$ cat src/rtl/fwd_hazard_unit.sv
// Operand forwarding selects plus ID-stage hazard control for the RV32 pipeline:
// youngest-producer forwarding, load-use stall and a single-entry MUL/DIV scoreboard.
module fwd_hazard_unit #(
    parameter int NUM_SRC = 2,
    parameter int NUM_FWD = 2,
    parameter int MD_LAT  = 4,
    parameter int SELW    = $clog2(NUM_FWD + 1)
) (
    input  logic                    clk,
    input  logic                    rst_n,
    input  logic [5*NUM_SRC-1:0]    ex_rs_addr,
    input  logic [5*NUM_FWD-1:0]    fwd_rd_addr,
    input  logic [NUM_FWD-1:0]      fwd_we,
    output logic [SELW*NUM_SRC-1:0] fwd_sel,
    input  logic                    id_valid,
    input  logic [5*NUM_SRC-1:0]    id_rs_addr,
    input  logic [NUM_SRC-1:0]      id_rs_used,
    input  logic [4:0]              id_rd_addr,
    input  logic                    id_rd_we,
    input  logic                    id_is_md,
    input  logic                    ex_valid,
    input  logic                    ex_is_load,
    input  logic [4:0]              ex_rd_addr,
    input  logic                    ex_md_start,
    input  logic                    flush,
    output logic                    stall_id,
    output logic                    md_busy,
    output logic                    md_done,
    output logic [4:0]              md_rd_addr
);

    localparam int CNTW = $clog2(MD_LAT + 1);

    typedef enum logic {
        MD_IDLE = 1'b0,
        MD_BUSY = 1'b1
    } md_state_t;

    md_state_t              state_r;
    md_state_t              state_s;
    logic [CNTW-1:0]        cnt_r;
    logic [CNTW-1:0]        cnt_s;
    logic [4:0]             md_rd_r;
    logic [4:0]             md_rd_s;
    logic                   done_r;
    logic                   done_s;
    logic [SELW*NUM_SRC-1:0] fwd_sel_s;
    logic                   load_use_s;
    logic                   md_dep_s;
    logic                   md_haz_s;
    logic                   stall_s;

    // True when any operand that is actually read names register rd.
    function automatic logic rs_hit(input logic [5*NUM_SRC-1:0] rs,
                                    input logic [NUM_SRC-1:0]   used,
                                    input logic [4:0]           rd);
        logic hit;
        hit = 1'b0;
        for (int i = 0; i < NUM_SRC; i++) begin
            hit = hit | (used[i] & (rs[i*5 +: 5] == rd));
        end
        return hit;
    endfunction

    // Forwarding selects: walk oldest to youngest so the youngest match wins; x0 never matches.
    always_comb begin
        fwd_sel_s = '0;
        for (int i = 0; i < NUM_SRC; i++) begin
            for (int k = NUM_FWD - 1; k >= 0; k--) begin
                fwd_sel_s[i*SELW +: SELW] =
                    (fwd_we[k] && (ex_rs_addr[i*5 +: 5] != 5'd0) &&
                     (fwd_rd_addr[k*5 +: 5] == ex_rs_addr[i*5 +: 5]))
                    ? SELW'(k + 1) : fwd_sel_s[i*SELW +: SELW];
            end
        end
    end

    // Scoreboard next state: count down MD_LAT cycles; a start while busy is ignored.
    always_comb begin
        state_s = state_r;
        cnt_s   = cnt_r;
        md_rd_s = md_rd_r;
        case (state_r)
            MD_IDLE: begin
                if (ex_md_start) begin
                    state_s = MD_BUSY;
                    cnt_s   = CNTW'(MD_LAT);
                    md_rd_s = ex_rd_addr;
                end else begin
                    state_s = MD_IDLE;
                end
            end
            MD_BUSY: begin
                cnt_s = cnt_r - CNTW'(1);
                if (cnt_r == CNTW'(1)) begin
                    state_s = MD_IDLE;
                end else begin
                    state_s = MD_BUSY;
                end
            end
            default: begin
                state_s = MD_IDLE;
                cnt_s   = '0;
            end
        endcase
        done_s = (state_s == MD_BUSY) && (cnt_s == CNTW'(1));
    end

    // Scoreboard registers; done is registered one cycle ahead so it lines up with cnt == 1.
    always_ff @(posedge clk or negedge rst_n) begin
        if (!rst_n) begin
            state_r <= MD_IDLE;
            cnt_r   <= '0;
            md_rd_r <= 5'd0;
            done_r  <= 1'b0;
        end else begin
            state_r <= state_s;
            cnt_r   <= cnt_s;
            md_rd_r <= md_rd_s;
            done_r  <= done_s;
        end
    end

    // Hazard terms; a flushed or empty ID slot never stalls.
    always_comb begin
        load_use_s = ex_valid && ex_is_load && (ex_rd_addr != 5'd0) &&
                     rs_hit(id_rs_addr, id_rs_used, ex_rd_addr);
        md_dep_s   = (md_rd_r != 5'd0) &&
                     (rs_hit(id_rs_addr, id_rs_used, md_rd_r) ||
                      (id_rd_we && (id_rd_addr == md_rd_r)));
        md_haz_s   = (state_r == MD_BUSY) && (md_dep_s || id_is_md);
        stall_s    = id_valid && !flush && (load_use_s || md_haz_s);
    end

    assign fwd_sel    = fwd_sel_s;
    assign stall_id   = stall_s;
    assign md_busy    = (state_r == MD_BUSY);
    assign md_done    = done_r;
    assign md_rd_addr = md_rd_r;

endmodule

$ cat config.mk
export PLATFORM = sky130hd
export DESIGN_NAME = fwd_hazard_unit
export DESIGN_NICKNAME = d
export VERILOG_FILES = /design/src/rtl/fwd_hazard_unit.sv
export SDC_FILE = /design/constraint.sdc
export NUM_CORES = 1
export LEC_CHECK = 0
export ABC_AREA = 0
export CORE_MARGIN = 2
export CORE_UTILIZATION = 39
export DETAILED_ROUTE_END_ITERATION = 8
export PLACE_DENSITY = 0.95
export SLEW_MARGIN = 15
export SYNTH_ARGS = -nofsm -noshare
export SYNTH_HDL_FRONTEND = slang
export SYNTH_SLANG_ARGS = --single-unit
$ cat constraint.sdc
create_clock -name clk -period 4.37 [get_ports clk]
set_clock_uncertainty 0.2 [all_clocks]
set_input_delay 0.874 -clock clk [delete_from_list [all_inputs] [get_ports clk]]
set_output_delay 0.874 -clock clk [all_outputs]
set_load 0.02 [all_outputs]
==> results.md <==
* CTS Buf Count at 3
* DRC violations left at 0
* Vias after detailed routing at 1125
* Synth Register Bits at 10
* Post-Synthesis Cells at 109
* Root Buffer Master: clkbuf_4
* WL final at 3390 um
* Number of buffers added on ports at 64
* Leak Pwr at 0.654 nW
* Post-DR wirelength/cell at 16.5 um
* Max transition margin at 0.688
* I/O Pins at 65
* Mean Syn Cell Area at 9.41 um^2
* Worst reg2reg startpoint: cnt_r[0]
* CP arrival at 3030 ps
* First-pass GRT wire length at 5540 um
* Post-CTS sizing at 0
* CTS Sinks at 10
* Pwr/cell area at 395 mW/mm^2
* Register area share after synthesis at 0.244
* Share of post-route cells with drive strength above 1 at 0.0795
* R2R cell count at 5
* Crit Path Category: in2out
* FF-to-FF setup slack at 2800 ps
* Final setup margin at 262 ps
* Max-cap check violation count at 0
* CP Max Fanout at 3
* Worst-Margin Slew at 467 ps
* Max frequency at 0.243 GHz
* Ys Warns at 0
* Crit start category: input pin
* Crit path capture: fwd_sel[1]
* Setup violators final at 0
* Diode count at 0
* Setup Buffers After CTS at 0
* Tcrit/Tclk final at 0.940
* Setup slack at placement at 257 ps
* Post-CTS Hold Buffers at 0
* Distinct cells, synth at 28
* Net Count, Synth at 164
* Setup crit start: ex_rs_addr[1]
* Post-detail-place hpwl at 2770 um
* Final-report hold violation count at 0
* Outcome: finished clean
* Hold WC Path Type: reg2reg
* Die X at 55.3 um
* Largest net degree at the start of global routing at 11
* Worst-path clk slew at 60 ps
* Synthesized area at 0.00103 mm^2
* Initial DRC count at 38
* GRT Overall Usage at 0.226
* Vias per inst at 5.46
* TNS Setup at 0 ps
* Crit. End Element: primary output
* Iteration count of the initial detailed-routing pass at 4
* Slew Limit Fails at 0
* Initial cell density of the core at 0.414
* CTS tree: built
* Reg-to-Reg End: md_done
* Die H at 55.3 um
* Area delta synth->final at 69.3%
* RSZ-0062 raised after global routing: false
* Vias in the first global route at 1212
* Worst-Skew Late Latency at 260 ps
* Die area at 0.00306 mm^2
* Worst Path Required at 3300 ps
* Routed Antenna Nets at 0
* Peak VDD IR at 0.495 mV
* Initial antenna violation count at 0
* CTS H-tree lvls at 1
* Post-route minimum period at 4110 ps
* Final net count at 232
* Fillers at 186
* Clk buf depth at 2
* Core ar. at 0.00248 mm^2
* Total grt overflow at 0
* Standard-cell rows at 18
* GP Congestion at 1.01
==> worst min path at each step <==
stage	start	end	slack [ps]	cells after the start
after CTS	cnt_r[0]	cnt_r[0]	400	1
after detailed placement	cnt_r[0]	cnt_r[0]	370	1
after floorplan	cnt_r[0]	cnt_r[0]	340	1
after global placement	cnt_r[0]	cnt_r[0]	350	1
after global routing	cnt_r[0]	cnt_r[0]	430	1
final	cnt_r[0]	cnt_r[0]	410	1
==> per-stage QoR <==
stage	hold WS, ps	std cells	instance area, um^2	total power [mW]	utilization
after floorplan	338	109	1030	0.414	-
after global placement	346	202	1700	0.572	0.686
after detailed placement	375	202	1700	0.591	0.686
after CTS	398	206	1740	0.682	0.701
after global routing	431	206	1740	0.728	0.701
final	406	206	1740	0.686	0.701
==> cells in the mapped netlist, drive strengths merged <==
cell type  number  area share
xor2           28        0.24
xnor2          16        0.14
dfrtp          10        0.24
nor4            8       0.061
mux2            6       0.066
nand3           6       0.029
nor3            5       0.024
inv             3       0.011
nor2            3       0.018
or4             3       0.026
a21oi           2      0.0098
a31oi           2       0.012
and3            2       0.012
ha              2       0.024
nand2b          2       0.012
nand4           2       0.012
a22oi           1      0.0073
clkbuf          1      0.0037
nand2           1      0.0037
nor2b           1      0.0061
nor4bb          1      0.0098
o2111ai         1      0.0085
o211ai          1      0.0073
o221ai          1      0.0085
o31ai           1      0.0073
==> layer usage <==
| layer | vias up | GRT usage | share of wire |
|---|---|---|---|
| met5 | - | 0 | 0 |
| met1 | 514 | 0.251 | 0.39 |
| met4 | 0 | 0.0453 | 0.014 |
| met3 | 9 | 0.0468 | 0.072 |
| met2 | 71 | 0.435 | 0.52 |
| li1 | 531 | - | - |
==> where the power goes <==
group,switching [mW],internal [mW],leakage (nW)
registers,0.0789,0.138,0.118
clock network,0.0332,0.0506,0.0210
logic,0.172,0.213,0.515
total,0.284,0.401,0.654
==> placed cells by master, fill, tap and decap left out, drive strengths merged, types with 2 or more instances in the layout <==
master	synthesis	layout
a21oi	2	2
a31oi	2	2
and3	2	2
clkbuf	1	4
clkdlybuf4s50	0	64
dfrtp	10	10
ha	2	2
inv	3	3
mux2	6	6
nand2b	2	2
nand3	6	6
nand4	2	2
nor2	3	3
nor3	5	5
nor4	8	8
or4	3	3
xnor2	16	16
xor2	28	28
==> worst max-delay path, stage by stage <==
cell and delay [ps]:
clkdlybuf4s50_1 480, or4_4 580, nor2_4 120, nor4_2 70, nor4_2 270, clkdlybuf4s50_1 640
==> logic make-up (layout without fill, tap and decap cells) <==
kind of cell	Yosys count	in the layout	share of synthesized area
XOR/XNOR	44	44	0.376
flip-flops	10	10	0.244
buffers and inverters	4	71	0.0146
AND/OR/NAND/NOR	34	34	0.215
adder cells (fa/ha/maj)	2	2	0.0244
multiplexers	6	6	0.0658
AO/OA/AOI/OAI	9	9	0.0610
==> flip-flops by register name, indices dropped and copies added (netlist names) <==
register,cells
md_rd_addr,5
md_busy,1
md_done,1
cnt_r,3
==> layout make-up <==
type | count | area (um^2) | share of cell area
flip-flops and latches | 10 | 250 | 0.144
inverters | 3 | 11.3 | 0.00648
multi-input cells | 95 | 761 | 0.438
repair buffers | 64 | 641 | 0.369
clock buffers | 4 | 36.3 | 0.0209
well taps | 30 | 37.5 | 0.0216
Note: power is estimated with default switching activity, not from simulation.
